## src/rtl/bv_pkg.sv

```systemverilog
// rtl/bv_pkg.sv - shared constants and FSM state type for the BV gather scheduler
package bv_pkg;
  localparam int FIELD_NUM     = 8;
  localparam int CLUSTER_N_DEF = 36;

  typedef enum logic [1:0] {
    ST_IDLE    = 2'd0,
    ST_PARTIAL = 2'd1,
    ST_FULLSET = 2'd2
  } state_t;
endpackage

```

## src/rtl/bv_field_fifo.sv

```systemverilog
// rtl/bv_field_fifo.sv - per-field vector FIFO with combinational head and level output
module bv_field_fifo #(
  parameter int cluster_n = 36,
  parameter int DEPTH     = 4
) (
  input  logic                     i_clk,
  input  logic                     i_clr,
  input  logic                     i_push,
  input  logic                     i_pop,
  input  logic [cluster_n-1:0]     i_din,
  output logic [cluster_n-1:0]     o_dout,
  output logic                     o_empty,
  output logic                     o_full,
  output logic [$clog2(DEPTH):0]   o_level
);
  localparam int AW = $clog2(DEPTH);

  logic [cluster_n-1:0] r_mem [DEPTH];
  logic [AW-1:0]        r_wr_ptr;
  logic [AW-1:0]        r_rd_ptr;
  logic [AW:0]          r_count;
  logic                 w_push_ok;
  logic                 w_pop_ok;

  assign o_empty   = (r_count == '0);
  assign o_full    = (r_count == (AW+1)'(DEPTH));
  assign o_level   = r_count;
  assign o_dout    = r_mem[r_rd_ptr];
  // A full FIFO refuses the write even when it is popped the same cycle.
  assign w_push_ok = i_push && !o_full;
  assign w_pop_ok  = i_pop && !o_empty;

  always_ff @(posedge i_clk) begin
    if (w_push_ok && !i_clr) begin
      r_mem[r_wr_ptr] <= i_din;
    end
  end

  always_ff @(posedge i_clk) begin
    if (i_clr) begin
      r_wr_ptr <= '0;
      r_rd_ptr <= '0;
      r_count  <= '0;
    end else begin
      if (w_push_ok) r_wr_ptr <= r_wr_ptr + AW'(1);
      if (w_pop_ok)  r_rd_ptr <= r_rd_ptr + AW'(1);
      r_count <= r_count + (AW+1)'(w_push_ok) - (AW+1)'(w_pop_ok);
    end
  end
endmodule

```

## src/rtl/bv_gather_sched.sv

```systemverilog
// rtl/bv_gather_sched.sv - aligns 8 field bit vectors per packet and issues them to the BV AND stage
module bv_gather_sched
  import bv_pkg::*;
#(
  parameter int cluster_n = CLUSTER_N_DEF,
  parameter int DEPTH     = 4,
  parameter int TIMEOUT   = 64,
  parameter int CNT_W     = 16
) (
  input  logic                 i_clk,
  input  logic                 i_reset,
  input  logic                 i_flush,
  input  logic [FIELD_NUM-1:0] i_fld_valid,
  input  logic [cluster_n-1:0] i_fld_bv_1,
  input  logic [cluster_n-1:0] i_fld_bv_2,
  input  logic [cluster_n-1:0] i_fld_bv_3,
  input  logic [cluster_n-1:0] i_fld_bv_4,
  input  logic [cluster_n-1:0] i_fld_bv_5,
  input  logic [cluster_n-1:0] i_fld_bv_6,
  input  logic [cluster_n-1:0] i_fld_bv_7,
  input  logic [cluster_n-1:0] i_fld_bv_8,
  output logic [FIELD_NUM-1:0] o_fld_ready,
  input  logic                 i_out_ready,
  output logic                 o_bv_in_valid,
  output logic [cluster_n-1:0] o_bv_1,
  output logic [cluster_n-1:0] o_bv_2,
  output logic [cluster_n-1:0] o_bv_3,
  output logic [cluster_n-1:0] o_bv_4,
  output logic [cluster_n-1:0] o_bv_5,
  output logic [cluster_n-1:0] o_bv_6,
  output logic [cluster_n-1:0] o_bv_7,
  output logic [cluster_n-1:0] o_bv_8,
  output logic [CNT_W-1:0]     o_pkt_cnt,
  output logic                 o_busy,
  output logic                 o_err_ovf,
  output logic                 o_err_timeout
);
  localparam int LW = $clog2(DEPTH) + 1;
  localparam int TW = $clog2(TIMEOUT + 1);

  logic [cluster_n-1:0] w_din  [FIELD_NUM];
  logic [cluster_n-1:0] w_head [FIELD_NUM];
  logic [LW-1:0]        w_level [FIELD_NUM];
  logic [LW-1:0]        w_level_nxt [FIELD_NUM];
  logic [FIELD_NUM-1:0] w_empty;
  logic [FIELD_NUM-1:0] w_full;
  logic [FIELD_NUM-1:0] w_push_ok;
  logic [FIELD_NUM-1:0] w_nonempty_nxt;
  logic                 w_clr;
  logic                 w_issue;
  logic                 w_partial_stay;
  state_t               r_state;
  state_t               w_state_nxt;
  logic [TW-1:0]        r_timer;
  logic [cluster_n-1:0] r_bv [FIELD_NUM];

  assign w_din[0] = i_fld_bv_1;
  assign w_din[1] = i_fld_bv_2;
  assign w_din[2] = i_fld_bv_3;
  assign w_din[3] = i_fld_bv_4;
  assign w_din[4] = i_fld_bv_5;
  assign w_din[5] = i_fld_bv_6;
  assign w_din[6] = i_fld_bv_7;
  assign w_din[7] = i_fld_bv_8;

  assign w_clr       = i_reset || i_flush;
  assign w_issue     = (w_empty == '0) && i_out_ready && !w_clr;
  assign w_push_ok   = i_fld_valid & ~w_full;
  assign o_fld_ready = ~w_full;
  assign o_busy      = (w_empty != '1);

  for (genvar g = 0; g < FIELD_NUM; g++) begin : g_fifo
    bv_field_fifo #(.cluster_n(cluster_n), .DEPTH(DEPTH)) u_fifo (
      .i_clk   (i_clk),
      .i_clr   (w_clr),
      .i_push  (i_fld_valid[g]),
      .i_pop   (w_issue),
      .i_din   (w_din[g]),
      .o_dout  (w_head[g]),
      .o_empty (w_empty[g]),
      .o_full  (w_full[g]),
      .o_level (w_level[g])
    );
  end

  // Occupancy after this edge, so the state register tracks the FIFOs without lag.
  always_comb begin
    w_nonempty_nxt = '0;
    for (int i = 0; i < FIELD_NUM; i++) begin
      w_level_nxt[i]    = w_level[i] + LW'(w_push_ok[i]) - LW'(w_issue);
      w_nonempty_nxt[i] = (w_level_nxt[i] != '0);
    end
  end

  always_ff @(posedge i_clk) begin
    if (w_clr) r_state <= ST_IDLE;
    else       r_state <= w_state_nxt;
  end

  always_comb begin
    w_state_nxt = r_state;
    if (w_clr)                         w_state_nxt = ST_IDLE;
    else if (w_nonempty_nxt == '1)     w_state_nxt = ST_FULLSET;
    else if (w_nonempty_nxt != '0)     w_state_nxt = ST_PARTIAL;
    else                               w_state_nxt = ST_IDLE;
  end

  assign w_partial_stay = (r_state == ST_PARTIAL) && (w_state_nxt == ST_PARTIAL);

  always_ff @(posedge i_clk) begin
    if (w_clr) begin
      r_timer       <= '0;
      o_err_timeout <= 1'b0;
    end else if (w_partial_stay) begin
      if (r_timer != TW'(TIMEOUT)) r_timer <= r_timer + TW'(1);
      if (r_timer == TW'(TIMEOUT - 1)) o_err_timeout <= 1'b1;
    end else begin
      r_timer <= '0;
    end
  end

  always_ff @(posedge i_clk) begin
    if (w_clr)                        o_err_ovf <= 1'b0;
    else if ((i_fld_valid & w_full) != '0) o_err_ovf <= 1'b1;
  end

  // Flush keeps the packet count and the last issued vectors.
  always_ff @(posedge i_clk) begin
    if (i_reset) begin
      o_bv_in_valid <= 1'b0;
      o_pkt_cnt     <= '0;
      for (int i = 0; i < FIELD_NUM; i++) r_bv[i] <= '0;
    end else if (i_flush) begin
      o_bv_in_valid <= 1'b0;
    end else begin
      o_bv_in_valid <= w_issue;
      if (w_issue) begin
        o_pkt_cnt <= o_pkt_cnt + CNT_W'(1);
        for (int i = 0; i < FIELD_NUM; i++) r_bv[i] <= w_head[i];
      end
    end
  end

  assign o_bv_1 = r_bv[0];
  assign o_bv_2 = r_bv[1];
  assign o_bv_3 = r_bv[2];
  assign o_bv_4 = r_bv[3];
  assign o_bv_5 = r_bv[4];
  assign o_bv_6 = r_bv[5];
  assign o_bv_7 = r_bv[6];
  assign o_bv_8 = r_bv[7];
endmodule
```

## config.mk

```make
export PLATFORM = sky130hd
export DESIGN_NAME = bv_gather_sched
export DESIGN_NICKNAME = d
export VERILOG_FILES = /design/src/rtl/bv_pkg.sv /design/src/rtl/bv_field_fifo.sv /design/src/rtl/bv_gather_sched.sv
export SDC_FILE = /design/constraint.sdc
export NUM_CORES = 1
export LEC_CHECK = 0
export CAP_MARGIN = 20
export CORE_MARGIN = 8
export CORE_UTILIZATION = 50
export CTS_BUF_LIST = sky130_fd_sc_hd__clkbuf_16
export DETAILED_ROUTE_END_ITERATION = 8
export PLACE_DENSITY = 0.84
export SETUP_SLACK_MARGIN = 0.4
export SKIP_CTS_REPAIR_TIMING = 1
export SLEW_MARGIN = 20
export SYNTH_ARGS = -nofsm -noshare
export SYNTH_HDL_FRONTEND = slang
export SYNTH_SLANG_ARGS = --single-unit
```

## constraint.sdc

```tcl
create_clock -name i_clk -period 31.3 [get_ports i_clk]
set_input_delay 6.26 -clock i_clk [delete_from_list [all_inputs] [get_ports i_clk]]
set_output_delay 6.26 -clock i_clk [all_outputs]
set_load 0.02 [all_outputs]
```

After elaboration in Yosys (flattened, before gate mapping)

Memories as Yosys holds them, arrays and structs flattened. A register that Yosys moved wholly into a read port is not among the register bits.
Cells that the tools add are included.

Add/subtract/negate cells: 50
Equality and inequality tests: 14
Muxes and demuxes: 49
Bitwise operators: 13
Reductions and logical operators: 68

Operators with widths:

| kind                                                                   | number |
|---|---|
| 36-bit 2-to-1 mux                                                      | 8 |
| 3-bit by 1-bit adder with 3-bit output                                 | 16 |
| 3-bit by 1-bit subtractor with 3-bit output                            | 16 |
| 2-bit 2-to-1 mux                                                       | 18 |
| 2-bit by 1-bit adder with 2-bit output (second input constant)         | 16 |
| 1-bit logical AND                                                      | 27 |
| 3-bit equality test (second input constant)                            | 8 |
| 3-bit zero test                                                        | 8 |
| 3-bit nonzero test                                                     | 8 |
| 1-bit 2-to-1 mux                                                       | 23 |
| 1-bit zero test                                                        | 17 |
| 16-bit by 1-bit adder with 16-bit output (second input constant)       | 1 |
| 8-bit bitwise AND                                                      | 2 |
| 8-bit nonzero test                                                     | 2 |
| 8-bit equality test (second input constant)                            | 1 |
| 8-bit zero test                                                        | 1 |
| 8-bit != test (second input constant)                                  | 1 |
| 8-bit inverter                                                         | 1 |
| 1-bit bitwise OR                                                       | 8 |
| 7-bit by 1-bit adder with 7-bit output (second input constant)         | 1 |
| 7-bit by 6-bit equality test with 1-bit output (second input constant) | 1 |
| 7-bit != test (second input constant)                                  | 1 |
| 2-bit by 1-bit equality test with 1-bit output (second input constant) | 2 |
| 2-bit AND reduction                                                    | 2 |
| 3 further kinds                                                        | 5 |

Bits in registers: 84
Memory bits (writable): 1440
Input bits: 300
Output and inout bits: 316
Word-level logic and storage cells: 233
Memories: 9

Memories:

| name                   | words | width | read ports | clocked after Yosys merged registers in | wr ports | line                  | RTL |
|---|---|---|---|---|---|---|---|
| r_bv                   | 8     | 36    | 8          | 0                                       | 8        | bv_gather_sched.sv:55 | `logic [cluster_n-1:0] r_bv [FIELD_NUM];` |
| g_fifo[0].u_fifo.r_mem | 4     | 36    | 1          | 1                                       | 1        | bv_field_fifo.sv:18   | `logic [cluster_n-1:0] r_mem [DEPTH];` |
| g_fifo[1].u_fifo.r_mem | 4     | 36    | 1          | 1                                       | 1        | bv_field_fifo.sv:18   |  |
| g_fifo[2].u_fifo.r_mem | 4     | 36    | 1          | 1                                       | 1        | bv_field_fifo.sv:18   |  |
| g_fifo[3].u_fifo.r_mem | 4     | 36    | 1          | 1                                       | 1        | bv_field_fifo.sv:18   |  |
| g_fifo[4].u_fifo.r_mem | 4     | 36    | 1          | 1                                       | 1        | bv_field_fifo.sv:18   |  |
| +3 memories            | -     | -     | -          | -                                       | -        | -                     |  |

Depth between registers and ports, before layout

Depth after elaboration: 14
Mapped depth: 17

Cells and area by module

A second synthesis with hierarchy kept.

Cell total of the unflattened synthesis: 2768
Area, all modules: 58459.8 µm²

Modules (own cells, without submodules):

| module                                | times used | cells each | area an instance (µm²) |
|---|---|---|---|
| bv_field_fifo at g_fifo[1].u_fifo ... | 6          | 240        | 5720.5 |
| bv_gather_sched                       | 1          | 848        | 12680.9 |
| bv_field_fifo at g_fifo[0].u_fifo ... | 2          | 240        | 5728.0 |

Worst setup path after synthesis

No wires, ideal clock.

Kind: input-to-reg
Start: input port i_reset
End: memory r_bv[0][0] (enable)
Data arrival time: 12.086 ns
Required time: 29.134 ns
Slack: 17.048 ns
Stages: 8
Cell sequence: buf_2 > or2_1 > buf_2 > nor3b_2 > nand3_1 > clkbuf_1 > clkbuf_1 > nand2_1

RTL lines:

| item               | line                  | RTL |
|---|---|---|
| start: declaration | bv_gather_sched.sv:11 | `input logic i_reset,` |
| end: declaration   | bv_gather_sched.sv:55 |  |

Worst setup path in the final report

Start: input port i_reset
End: register o_err_timeout

Longest elaborated chain between the ends: 12
Elaborated cells between the ends (all ways): 27

RTL lines:

| item                                               | line                   | RTL |
|---|---|---|
| 1-bit logical OR (*)                               | bv_gather_sched.sv:66  | `assign w_clr = i_reset \|\| i_flush;` |
| 1-bit zero test (*)                                | bv_gather_sched.sv:67  | `assign w_issue = (w_empty == '0) && i_out_ready && !w_clr;` |
| 1-bit logical AND (*)                              | bv_gather_sched.sv:67  |  |
| net g_fifo[0].u_fifo.i_pop                         | bv_field_fifo.sv:9     | `input logic i_pop,` |
| 3-bit by 1-bit subtractor with 3-bit output        | bv_gather_sched.sv:90  | `w_level_nxt[i] = w_level[i] + LW'(w_push_ok[i]) - LW'(w_issue);` |
| 3-bit nonzero test                                 | bv_gather_sched.sv:91  | `w_nonempty_nxt[i] = (w_level_nxt[i] != '0);` |
| 8-bit nonzero test                                 | bv_gather_sched.sv:104 | `else if (w_nonempty_nxt != '0) w_state_nxt = ST_PARTIAL;` |
| 1-bit 2-to-1 mux                                   | bv_gather_sched.sv:104 |  |
| 2-bit 2-to-1 mux (*)                               | bv_gather_sched.sv:103 | `else if (w_nonempty_nxt == '1) w_state_nxt = ST_FULLSET;` |
| 2-bit 2-to-1 mux (*)                               | bv_gather_sched.sv:102 | `if (w_clr) w_state_nxt = ST_IDLE;` |
| 2-bit by 1-bit equality test with 1-bit output (*) | bv_gather_sched.sv:108 | `assign w_partial_stay = (r_state == ST_PARTIAL) && (w_state_nxt == ST_PARTIAL);` |
| 1-bit logical AND (*)                              | bv_gather_sched.sv:108 |  |
| 2-bit AND reduction (no source line) (*)           | -                      |  |
| end signal: assignment                             | bv_gather_sched.sv:113 | `o_err_timeout <= 1'b0;` |
| end signal: assignment                             | bv_gather_sched.sv:116 | `if (r_timer == TW'(TIMEOUT - 1)) o_err_timeout <= 1'b1;` |
| end: declaration                                   | bv_gather_sched.sv:36  | `output logic o_err_timeout` |

The timed path passes the listed nets; every way through them passes the cells marked *.
A chain may end at the register's enable or synchronous reset.

==> impl_metrics.json <==
{
  "hp-class": "reg2reg",
  "path_clk_slew_ns": 0.06,
  "max_freq_mhz": 105.4,
  "start_util": 0.5039,
  "synth_edf_count": 1440,
  "num_rows": 124,
  "synth_cells": 2733,
  "grt-ovfl-total": 0,
  "ys_warn_count": 0,
  "gp_congestion": 0.7532,
  "grt_pass1_wl_mm": 191.1,
  "synth_area_sq_mm": 0.05754,
  "globalRouteMet3Util": 0.05965,
  "met2_usage": 0.3355,
  "fin_crit_ns": 9.487,
  "path_cells": "clkdlybuf4s50_1, buf_4, or2_2, nor3b_2, nand3_2, inv_1, ha_1, inv_1, ha_1, fa_1, or2_2, o22ai_1, or4_1, nand3_1, o41ai_1",
  "arrival_ns": 10.10,
  "dpl_cell_area_sq_mm": 0.06542,
  "async_reset_ff_frac": 0,
  "finalHoldViolCount": 0,
  "cts_tree": "built",
  "synthTopCellsByCount": "edfxtp_1 (1440), and2_1 (304), mux4_2 (288), dfxtp_1 (100), inv_1 (88)",
  "avgSynthCellArea_sq_um": 21.06,
  "max_stage_delay_ns": 0.42,
  "grt_max_degree": 124,
  "synth_top_cell_by_area": "edfxtp_1",
  "wl_mm": 131.4,
  "crit_family": "simple AND/OR/NAND/NOR gates",
  "final_net_count": 3797,
  "vias": 27881,
  "holdWs_ns": 0.4667,
  "grt_antenna_before_repair": 44,
  "first_global_vias": 29563,
  "drt_iter0_markers": 2201,
  "setup_viol": 0,
  "fin_ws_ns": 21.81,
  "viasPerCell": 5.482,
  "maxSlewViolCount": 0,
  "cts_max_path_buffers": 3,
  "tightest_slew_ns": 1.087,
  "top_usage_layer": "met2",
  "synth_seq_cells": 1540,
  "post-dp-hpwl_mm": 80.70,
  "worst_setup_path_start_kind": "input pin",
  "cp_max_fo": 17,
  "die_h_um": 355.2,
  "path_buf_inv": 4,
  "stdcell_count": 5086,
  "p_leak_nw": 23.26,
  "track_usage": 0.2031,
  "slew_headroom": 0.2753,
  "synth.most_common_cell": "edfxtp_1",
  "ys_seq_area_frac": 0.7862,
  "endpoint_kind": "flop",
  "irDropWorstVdd_v": 0.00005508,
  "wl_per_cell_um": 25.84,
  "synth.area.top_cells": "edfxtp_1 (75%), mux4_2 (11%), dfxtp_1 (3.5%)",
  "area.growth.synth_to_final_pct": 22.58,
  "period_share": 0.3031,
  "synth.distinct_cells": 43,
  "drcViolationCount": 0,
  "cp_slowest_cell": "o41ai_1",
  "core_area_sq_mm": 0.1142,
  "final_util": 0.6177,
  "run_status": "finished clean",
  "drtAntennaViolNets": 0,
  "cts-root-buf": "clkbuf_16",
  "clock-sinks": 1540,
  "synth-main-ff-cell": "edfxtp_1",
  "worstSetupPathType": "in2reg",
  "io_pins": 616,
  "grt_util_met1": 0.2483,
  "finClkSkew_ns": 0.03070,
  "numCtsBuffers": 155,
  "clock_latency_ns": 0.74,
  "layout-drive-gt1-share": 0.1664,
  "synth_top_area_frac": 0.7515,
  "die_w_um": 355.2,
  "max_cap_viol_count": 0,
  "required_ns": 31.92,
  "post-place-ws_ns": 21.10,
  "rsz0062_at_grt": "no",
  "placed_cells": 4769,
  "port_buffers": 615,
  "syn_nets": 3116,
  "dieArea_sq_mm": 0.1262,
  "p_per_area_mw_per_mm2": 60.67,
  "timing.setup.tns_ns": 0,
  "dr.pass1.iters": 5,
  "final_area_sq_mm": 0.07054,
  "cts_max_level": 4,
  "fin_total_pwr_mw": 4.280
}
[worst register-to-register path: cells and delay by family, from the launching register on]
| kind | cells | cell delay (ns) |
|---|---|---|
| adder cells (fa/ha/maj) | 3 | 0.87 |
| flip-flops | 1 | 0.48 |
| buffers and inverters | 2 | 0.36 |
| AO/OA/AOI/OAI | 2 | 0.60 |
| AND/OR/NAND/NOR | 6 | 1.62 |
[placed cells by master (no fill, tap or decap), types with 8 or more instances in the layout]
master              n
inv_1             116
dfxtp_1            90
a21oi_1            21
nor4_1              8
mux4_2            288
or2_2              10
nand3_1            15
or3_1              14
xor2_1             12
o21ai_0            15
xnor3_1             8
dfxtp_2            10
buf_4              31
clkinv_2           24
xnor2_1            28
edfxtp_1         1440
and2_1            304
and3_2             24
and3_1             11
clkbuf_16         161
clkinv_1           30
nor2_1             62
fa_1               16
nor3_1             17
bufinv_16          15
diode_2            40
nand2_1            17
nand4_1             8
clkdlybuf4s50_1   615
ha_1               67
[layout make-up]
type                       count  area, sq um
antenna                       40        100.1
tap                         1512         1892
inverter                      89        339.1
fill                        7683        43650
timing repair buffer         647         6409
clock inverter               116        989.7
sequential                  1540        45260
clock buffer                 161         4029
multi-input combinational    981        11520
[metal layers]
metal  wire length, um  part of all wire
met1             49120              0.37
met2             66780              0.51
met3             11000             0.084
met4              4443             0.034
met5                77           0.00059
[sequential cells by signal, indices dropped and copies added (netlist names), named ones only]
register	count
g_fifo.u_fifo.r_rd_ptr	16
o_err_ovf	1
g_fifo.u_fifo.r_wr_ptr	16
o_pkt_cnt	16
g_fifo.u_fifo.o_level	24
r_bv	288
r_timer	7
g_fifo.u_fifo.r_mem	1152
o_bv_in_valid	1
o_err_timeout	1
r_state	2
[worst paths after layout]
check | cells after the start | start | to | slack (ns)
hold reg to reg | 2 | o_err_timeout | o_err_timeout | 0.47
setup reg to reg | 13 | g_fifo[4].u_fifo.o_level[1] | o_err_timeout | 27.28
setup / recovery | 15 | i_reset | o_err_timeout | 21.81
hold / removal | 2 | o_err_timeout | o_err_timeout | 0.47
[cell families (layout without fill, tap and decap cells)]
family,count (synthesis),in the layout,synth area share
DFF,1540,1540,0.7862
other,0,40,0
buffers and inverters,212,1013,0.01439
adders and majority gates,83,83,0.02013
and+or+nand+nor,503,503,0.05073
muxes,296,296,0.1141
AOI/OAI and AO/OA,51,51,0.005153
xor gates and xnor gates,48,48,0.009219
[where the power goes]
group | internal (mW) | leakage [nW] | switching, mW
Sequential | 2.28 | 14.2 | 0.0134
Combinational | 0.0773 | 6.51 | 0.0859
Clock | 1.06 | 2.56 | 0.764
No activity file was read; power rests on OpenSTA's default activity.
